--- src/rtl/uart_tx_arbiter.sv ---
// Round-robin arbiter that lets C_REQ_NUM byte sources share one UART_Tx.
// Optional message lock (owner keeps the UART across bytes) is built with UART_ARB_LOCK_EN.
module uart_tx_arbiter #(
  parameter int C_UART_DATA_WIDTH = 8,
  parameter int C_REQ_NUM         = 4,
  parameter int C_BUSY_TIMEOUT    = 16
) (
  input  logic                                   clk,
  input  logic                                   rstb,
  input  logic                                   enable,
  input  logic [C_REQ_NUM-1:0]                   reqSend,
  input  logic [C_REQ_NUM*C_UART_DATA_WIDTH-1:0] reqData,
  input  logic [C_REQ_NUM-1:0]                   reqLock,
  output logic [C_REQ_NUM-1:0]                   reqAck,
  output logic [C_REQ_NUM-1:0]                   grant,
  output logic                                   busy,
  output logic                                   error,
  input  logic                                   txBusy,
  output logic                                   txSend,
  output logic [C_UART_DATA_WIDTH-1:0]           txData,
  input  logic                                   txErr
);

  localparam int IDX_W = $clog2(C_REQ_NUM);
  localparam int CNT_W = 8;

  typedef enum logic [1:0] {IDLE, SEND, WAIT} stateT;

  stateT                          state, nextState;
  logic [IDX_W-1:0]               lastWinner, nextLastWinner, winIdx;
  logic [IDX_W:0]                 cand;
  logic                           winFound, startByte, timeoutHit;
  logic                           lockedIdle, ownerLock;
  logic [CNT_W-1:0]               timeoutCnt, nextTimeoutCnt;
  logic                           txErrQ, txErrRise;
  logic [C_REQ_NUM-1:0]           nextGrant, nextReqAck;
  logic                           nextTxSend, nextError;
  logic [C_UART_DATA_WIDTH-1:0]   nextTxData;

`ifdef UART_ARB_LOCK_EN
  // A grant still held in IDLE means the last owner locked the UART for its message.
  assign ownerLock  = reqLock[lastWinner];
  assign lockedIdle = (state == IDLE) && (grant != '0);
`else
  logic unusedLock;
  assign unusedLock = ^reqLock;
  assign ownerLock  = 1'b0;
  assign lockedIdle = 1'b0;
`endif

  assign txErrRise  = txErr && !txErrQ;
  assign startByte  = (state == IDLE) && enable && winFound;
  assign timeoutHit = (state == SEND) && !txBusy &&
                      (timeoutCnt == CNT_W'(C_BUSY_TIMEOUT - 1));

  // Winner search starts one past the last winner and wraps at C_REQ_NUM.
  always_comb begin
    // NOTE: every combinational output gets a default first, so no latch is inferred.
    winFound = 1'b0;
    winIdx   = lastWinner;
    cand     = '0;
    if (lockedIdle) begin
      winFound = ownerLock && reqSend[lastWinner];
    end else begin
      for (int k = 1; k <= C_REQ_NUM; k++) begin
        cand = {1'b0, lastWinner} + (IDX_W+1)'(k);
        if (cand >= (IDX_W+1)'(C_REQ_NUM)) cand = cand - (IDX_W+1)'(C_REQ_NUM);
        if (!winFound && reqSend[cand[IDX_W-1:0]]) begin
          winFound = 1'b1;
          winIdx   = cand[IDX_W-1:0];
        end
      end
    end
  end

  always_comb begin
    nextState = state;
    case (state)
      IDLE:    if (startByte) nextState = SEND;
      SEND:    if (txBusy) nextState = WAIT;
               else if (timeoutHit) nextState = IDLE;
      WAIT:    if (!txBusy) nextState = IDLE;
      default: nextState = IDLE;
    endcase
  end

  always_comb begin
    nextGrant      = grant;
    nextReqAck     = '0;
    nextTxSend     = txSend;
    nextTxData     = txData;
    nextLastWinner = lastWinner;
    nextTimeoutCnt = timeoutCnt;
    nextError      = txErrRise && (state != IDLE);
    case (state)
      IDLE: begin
        if (startByte) begin
          nextGrant          = '0;
          nextGrant[winIdx]  = 1'b1;
          nextReqAck[winIdx] = 1'b1;
          nextTxSend         = 1'b1;
          nextTxData         = reqData[winIdx*C_UART_DATA_WIDTH +: C_UART_DATA_WIDTH];
          nextLastWinner     = winIdx;
          nextTimeoutCnt     = '0;
        end else if (lockedIdle && !ownerLock) begin
          nextGrant = '0;
        end
      end
      SEND: begin
        if (txBusy) begin
          nextTxSend = 1'b0;
        end else if (timeoutHit) begin
          // Byte is dropped; lastWinner is left pointing at this requester.
          nextTxSend = 1'b0;
          nextGrant  = '0;
          nextError  = 1'b1;
        end else begin
          nextTimeoutCnt = timeoutCnt + CNT_W'(1);
        end
      end
      WAIT: begin
        if (!txBusy && !ownerLock) nextGrant = '0;
      end
      default: nextGrant = '0;
    endcase
  end

  always_ff @(posedge clk or negedge rstb) begin
    // NOTE: sequential state uses non-blocking assignments, and every flop has a reset value.
    if (!rstb) begin
      state      <= IDLE;
      grant      <= '0;
      reqAck     <= '0;
      txSend     <= 1'b0;
      txData     <= '0;
      busy       <= 1'b0;
      error      <= 1'b0;
      timeoutCnt <= '0;
      lastWinner <= IDX_W'(C_REQ_NUM - 1);
      txErrQ     <= 1'b0;
    end else begin
      state      <= nextState;
      grant      <= nextGrant;
      reqAck     <= nextReqAck;
      txSend     <= nextTxSend;
      txData     <= nextTxData;
      busy       <= (nextState != IDLE);
      error      <= nextError;
      timeoutCnt <= nextTimeoutCnt;
      lastWinner <= nextLastWinner;
      txErrQ     <= txErr;
    end
  end

endmodule

--- config.mk ---
export PLATFORM = sky130hd
export DESIGN_NAME = uart_tx_arbiter
export DESIGN_NICKNAME = d
export VERILOG_FILES = /design/src/rtl/uart_tx_arbiter.sv
export SDC_FILE = /design/constraint.sdc
export NUM_CORES = 1
export LEC_CHECK = 0
export BUFFER_PORTS_ARGS = -buffer_cell sky130_fd_sc_hd__clkbuf_2
export CORE_MARGIN = 1
export CORE_UTILIZATION = 45
export CTS_CLUSTER_DIAMETER = 60
export DETAILED_ROUTE_END_ITERATION = 16
export GPL_TIMING_DRIVEN = 0
export PLACE_DENSITY = 0.72
export SLEW_MARGIN = 5
export SYNTH_ARGS = -nofsm -noshare
export SYNTH_HDL_FRONTEND = slang
export SYNTH_SLANG_ARGS = --single-unit
--- constraint.sdc ---
create_clock -name clk -period 2.15 [get_ports clk]
set_input_delay 0.1075 -clock clk [delete_from_list [all_inputs] [get_ports clk]]
set_output_delay 0.1075 -clock clk [all_outputs]
set_load 0.02 [all_outputs]
==> results.sh, run 1 <==
export IMPL_status="completed"
export IMPL_max_slew_worst_pin_slew_ns=0.780
export IMPL_tns_ns=0
export IMPL_power_density_nw_per_um2=1300
export IMPL_final_min_clock_period_ns=2.06
export IMPL_synthMuxAreaShare=0.108
export IMPL_antenna_found_initial=0
export IMPL_crit_required_ns=2.30
export IMPL_dr_pass1_iters=4
export IMPL_clk_latency_ns=0.28
export IMPL_num_rows=21
export IMPL_synth_top_family_by_area="compound AO/OA/AOI/OAI gates"
export IMPL_viasPerCell=5.12
export IMPL_arrival_ns=2.21
export IMPL_die_h_um=63.2
export IMPL_slew_headroom=0.480
export IMPL_cp_start_kind="flop"
export IMPL_cts_reportedPaths_clkPinSlew_ns=0.07
export IMPL_p_leak_nw=1.11
export IMPL_drv_cap=0
export IMPL_final_core_util=0.631
export IMPL_grt_pass1_wl_mm=6.04
export IMPL_final_cell_mix="clkbuf_2 (59), dfrtp_1 (30), nand2_1 (19)"
export IMPL_synthSimpleGateAreaFrac=0.160
export IMPL_synth_area_um2=1690
export IMPL_num_antenna_cells=0
export IMPL_critical_path_class="reg -> reg"
export IMPL_grt_usage=0.196
export IMPL_drc_errors=0
export IMPL_yosys_warnings=0
export IMPL_coreArea_um2=3470
export IMPL_max_freq_mhz=486
export IMPL_drt_iter0_drc=25
export IMPL_synth_top_cell_by_area="dfrtp_1"
export IMPL_hold_viol=0
export IMPL_root_buffer="clkbuf_8"
export IMPL_cts_tree="yes"
export IMPL_synth_compound_area_frac=0.160
export IMPL_overflow=0
export IMPL_cp_end_kind="flop"
export IMPL_synthCells=158
export IMPL_timing_final_ws_setup_ns=0.0925
export IMPL_ys_ff_latch=32
export IMPL_portBuffers=59
export IMPL_initial_core_util=0.486
export IMPL_placed_area_um2=2040
export IMPL_report_final_slew_viol_count=0
export IMPL_pre_cts_ws_ns=0.0737
export IMPL_cts_buffer_depth=2
export IMPL_grt_start_max_net_pins=33
export IMPL_yosys_top_cells_area="dfrtp_1 (45%), mux2i_1 (10%), o221ai_2 (5.3%)"
export IMPL_dp_cells=263
export IMPL_cts_buffers=5
export IMPL_setup_violations=0
export IMPL_ios=64
export IMPL_synthAdderAreaFrac=0.00742
export IMPL_synthXorXnorAreaFrac=0.0260
export IMPL_stdcell_area_um2=2190
export IMPL_synthToLayoutAreaGrowth_pct=29.8
export IMPL_layout_nets=274
export IMPL_drt_wl_total_mm=3.56
export IMPL_dieArea_um2=4000
export IMPL_wl_per_cell_um=12.9
export IMPL_cp_max_fo=10
export IMPL_seq_area_um2=803
export IMPL_avgSynthCellArea_um2=10.7
export IMPL_final_common_cell="clkbuf_2"
export IMPL_place_gp_congestion=0.761
export IMPL_place_hpwl_mm=2.58
export IMPL_ys_seq_area_frac=0.476
export IMPL_ys_flop_type="dfrtp_1"
export IMPL_synth_nets=204
export IMPL_period_share=0.957
export IMPL_synthArstFlopShare=1.00
export IMPL_grt_pass1_vias=1331
export IMPL_vias=1409
export IMPL_htreeDepth=2
export IMPL_irDropWorstVdd_mv=0.814
export IMPL_drive_above_1_share=0.402
export IMPL_fill_cells=308
export IMPL_hp_class="in -> reg"
export IMPL_finClkSkew_ns=0.00794
export IMPL_instances_no_fill=275
export IMPL_synth_cell_types=41
export IMPL_antenna_left=0
export IMPL_synth_edf_count=0
export IMPL_multi_input_area_um2=786
export IMPL_clock_sinks=32
export IMPL_synth_top_area_share=0.445
export IMPL_die_w_um=63.2
## final timing paths
kind | startpoint | end | slack, ns | cells past startpoint
max in group asynchronous | rstb | grant[1] | 1.22 | 2
setup reg to reg | lastWinner[1] | txData[4] | 0.09 | 7
setup / recovery | lastWinner[1] | txData[4] | 0.09 | 7
hold reg to reg | grant[1] | grant[1] | 0.48 | 2
hold / removal | reqData[10] | txData[2] | 0.14 | 3
min in group asynchronous | rstb | timeoutCnt[7] | 0.44 | 2
## synthesized netlist by cell type, drive strengths merged (2+ instances only)
cell     n
dfrtp   30
nand2   20
mux2i   17
nor2    17
o21ai    9
o221ai   8
buf      7
inv      6
nand3    6
a21oi    5
xor2     4
clkbuf   2
dfstp    2
nand2b   2
nand4    2
nor3     2
or3      2
## metal layers
layer / track usage / vias to the layer above / wire length [um]
met2: 0.319 / 37 / 1680
met5: 0 / - / 0
met4: 0.0511 / 0 / 33
met1: 0.254 / 667 / 1680
li1: - / 701 / -
met3: 0.0580 / 4 / 160
## where the power goes
group	switching (mW)	internal (mW)	leakage [nW]
Sequential	0.109	0.809	0.413
Clock	0.218	0.344	0.0552
Combinational	0.776	0.593	0.641
## flip-flops by register name, indices dropped and copies added (netlist names)
name / flops
timeoutCnt: 8
txData: 8
grant: 4
reqAck: 4
lastWinner: 2
state: 2
busy: 1
error: 1
txErrQ: 1
txSend: 1
## repair_timing
action | in CTS | in global routing
setup buffers | 0 | 2
hold buffers | 2 | 0
hold endpoints to repair | 31 | 0
endpoints found under the setup margin | 0 | 4
gates resized for setup | 0 | 2
## worst max-delay path, cell delays in order, from the launching register on
cell and delay, ns:
dfstp_2 0.53, buf_6 0.11, mux2_1 0.32, a222oi_1 0.22
buf_4 0.20, clkbuf_8 0.18, mux2i_2 0.24, o221ai_2 0.12
## cell families (layout without fill, tap and decap cells)
kind of cell,Yosys count,after routing
AOI/OAI and AO/OA,30,30
and+or+nand+nor,57,57
buffers and inverters,15,86
xor gates and xnor gates,5,5
adders and majority gates,1,1
DFF,32,32
muxes,18,18
## metrics by stage
step,total power [mW],hold slack [ns]
finish,2.85,0.144
global route,3.05,0.154
CTS,2.83,0.139
detailed placement,2.26,0.224
global placement,2.24,0.220
floorplan,1.91,-0.188
## area by class of cell
type	count	share of cell area
Tap cell	46	0.0263
Clock inverter	2	0.0160
Clock buffer	6	0.0331
Buffer	9	0.0377
Sequential cell	32	0.367
Timing Repair Buffer	63	0.151
Inverter	6	0.0103
Multi-Input combinational cell	111	0.359
Note: power is estimated with default switching activity, not from simulation.
==> run 2, diff against run 1 <==
CORE_MARGIN = default   (was 1)
REMOVE_ABC_BUFFERS = 1   (was default)
==> results.sh, run 2 (synthesis results as in run 1) <==
export IMPL_drc_errors=0
export IMPL_swShare=0.407
export IMPL_htreeDepth=2
export IMPL_clock_sinks=32
export IMPL_top_regs="timeoutCnt: 8 flops, txData: 8 flops"
export IMPL_final_min_clock_period_ns=2.01
export IMPL_rsz0062_at_grt="yes"
export IMPL_arrival_ns=2.14
export IMPL_dr_pass1_iters=4
export IMPL_hp_class="in -> reg"
export IMPL_slowest_stage="dfstp_2"
export IMPL_cp_max_fo=9
export IMPL_tns_ns=0
export IMPL_setup_violations=0
export IMPL_irDropWorstVdd_mv=0.676
export IMPL_root_buffer="clkbuf_8"
export IMPL_clk_latency_ns=0.28
export IMPL_slowest_delay_ns=0.58
export IMPL_power_density_nw_per_um2=1260
export IMPL_finClkSkew_ns=0.00526
export IMPL_critical_path_class="reg -> reg"
export IMPL_path_cells="mux2_1 -> a222oi_1 -> buf_4 -> buf_8 -> mux2i_1 -> o221ai_2"
export IMPL_place_hpwl_mm=2.52
export IMPL_seqPwrFrac=0.355
export IMPL_report_final_slew_viol_count=0
export IMPL_max_freq_mhz=499
export IMPL_period_share=0.933
export IMPL_viasPerCell=5.14
export IMPL_slew_headroom=0.500
export IMPL_drive_above_1_share=0.422
export IMPL_final_common_cell="clkbuf_2"
export IMPL_drv_cap=0
export IMPL_power_mw=2.70
export IMPL_p_leak_nw=1.07
export IMPL_hold_viol=0
export IMPL_num_rows=21
export IMPL_ios=64
export IMPL_grt_pass1_wl_mm=5.84
export IMPL_status="completed"
export IMPL_cts_buffers=5
export IMPL_coreArea_um2=3470
export IMPL_antenna_found_initial=0
export IMPL_antenna_left=0
export IMPL_cts_reportedPaths_clkPinSlew_ns=0.07
export IMPL_max_slew_worst_pin_slew_ns=0.749
export IMPL_grt_start_max_net_pins=33
export IMPL_cts_tree="yes"
export IMPL_dieArea_um2=4000
export IMPL_overflow=0
export IMPL_p_int_mw=1.60
export IMPL_combPwrFrac=0.478
export IMPL_num_antenna_cells=0
export IMPL_wl_per_cell_um=12.7
export IMPL_drt_iter0_drc=60
export IMPL_cts_buffer_depth=2
export IMPL_final_cell_mix="clkbuf_2 (59), dfrtp_1 (30), nand2_1 (19)"
export IMPL_portBuffers=59
export IMPL_grt_usage=0.198
export IMPL_vias=1383
export IMPL_crit_required_ns=2.29
export IMPL_drt_wl_total_mm=3.43
export IMPL_grt_pass1_vias=1343
export IMPL_place_gp_congestion=0.799
export IMPL_cp_start_kind="flop"
export IMPL_cp_end_kind="flop"
export IMPL_synthToLayoutAreaGrowth_pct=27.1
export IMPL_layout_nets=268
export IMPL_clkPwrFrac=0.167
export IMPL_die_h_um=63.2
export IMPL_initial_core_util=0.486
export IMPL_p_sw_mw=1.10
export IMPL_die_w_um=63.2
export IMPL_final_core_util=0.618
-- run 2: routing by layer --
| layer | GRT usage | vias up | routed length [um] |
|---|---|---|---|
| li1 | - | 691 | - |
| met1 | 0.238 | 627 | 1540 |
| met2 | 0.323 | 60 | 1570 |
| met3 | 0.0670 | 5 | 254 |
| met4 | 0.0852 | 0 | 61 |
| met5 | 0 | - | 0 |
-- run 2: path summary, 6_finish.rpt --
kind,from,end,slack [ns],cells after the start
min reg2reg,lastWinner[0],lastWinner[0],0.49,2
min,reqData[11],txData[3],0.14,3
max in group asynchronous,rstb,txData[7],1.25,2
max reg2reg,lastWinner[1],txData[7],0.14,6
min in group asynchronous,rstb,timeoutCnt[3],0.42,2
max,lastWinner[1],txData[7],0.14,6
-- run 2: worst max-delay path, delay by kind of cell, from the launching register on --
family	cells	cell delay, ns
buffers and inverters	2	0.36
DFF	1	0.58
AOI/OAI and AO/OA	2	0.35
muxes	2	0.57
-- run 2: power groups by stage --
| stage | combinational (mW) | clock (mW) | sequential, mW |
|---|---|---|---|
| 4_1_cts | 1.23 | 0.462 | 0.960 |
| 3_5_place_dp | 1.20 | 0 | 0.964 |
| 6_report | 1.29 | 0.449 | 0.957 |
| 3_3_place_gp | 1.16 | 0 | 0.966 |
| 2_1_floorplan | 0.694 | 0 | 1.12 |
| 5_1_grt | 1.41 | 0.493 | 0.980 |
-- run 2: stage by stage --
stage | instances | hold slack, ns | instance area, um2 | setup WS, ns
2_1_floorplan | 149 | -0.188 | 1600 | -1.60
3_3_place_gp | 254 | 0.215 | 1960 | -2.22
3_5_place_dp | 258 | 0.224 | 1980 | -0.820
4_1_cts | 269 | 0.137 | 2100 | 0.0208
5_1_grt | 269 | 0.153 | 2140 | -0.00265
6_report | 269 | 0.140 | 2140 | 0.144
-- run 2: cell type report --
cell class,instances,area (um2)
inverters,6,22.5
repair buffers,66,364
flip-flops and latches,32,803
well taps,46,57.6
fillers,328,1330
clock buffers,5,68.8
multi-input cells,111,808
clock inverters,3,18.8
-- run 2: timing repair --
action | in CTS | in global routing
hold endpoints to repair | 31 | 0
hold buffers | 2 | 0
pin swaps | 1 | 1
gates resized for setup | 1 | 11
setup endpoints to repair | 16 | 7
buffers inserted | 3 | 1
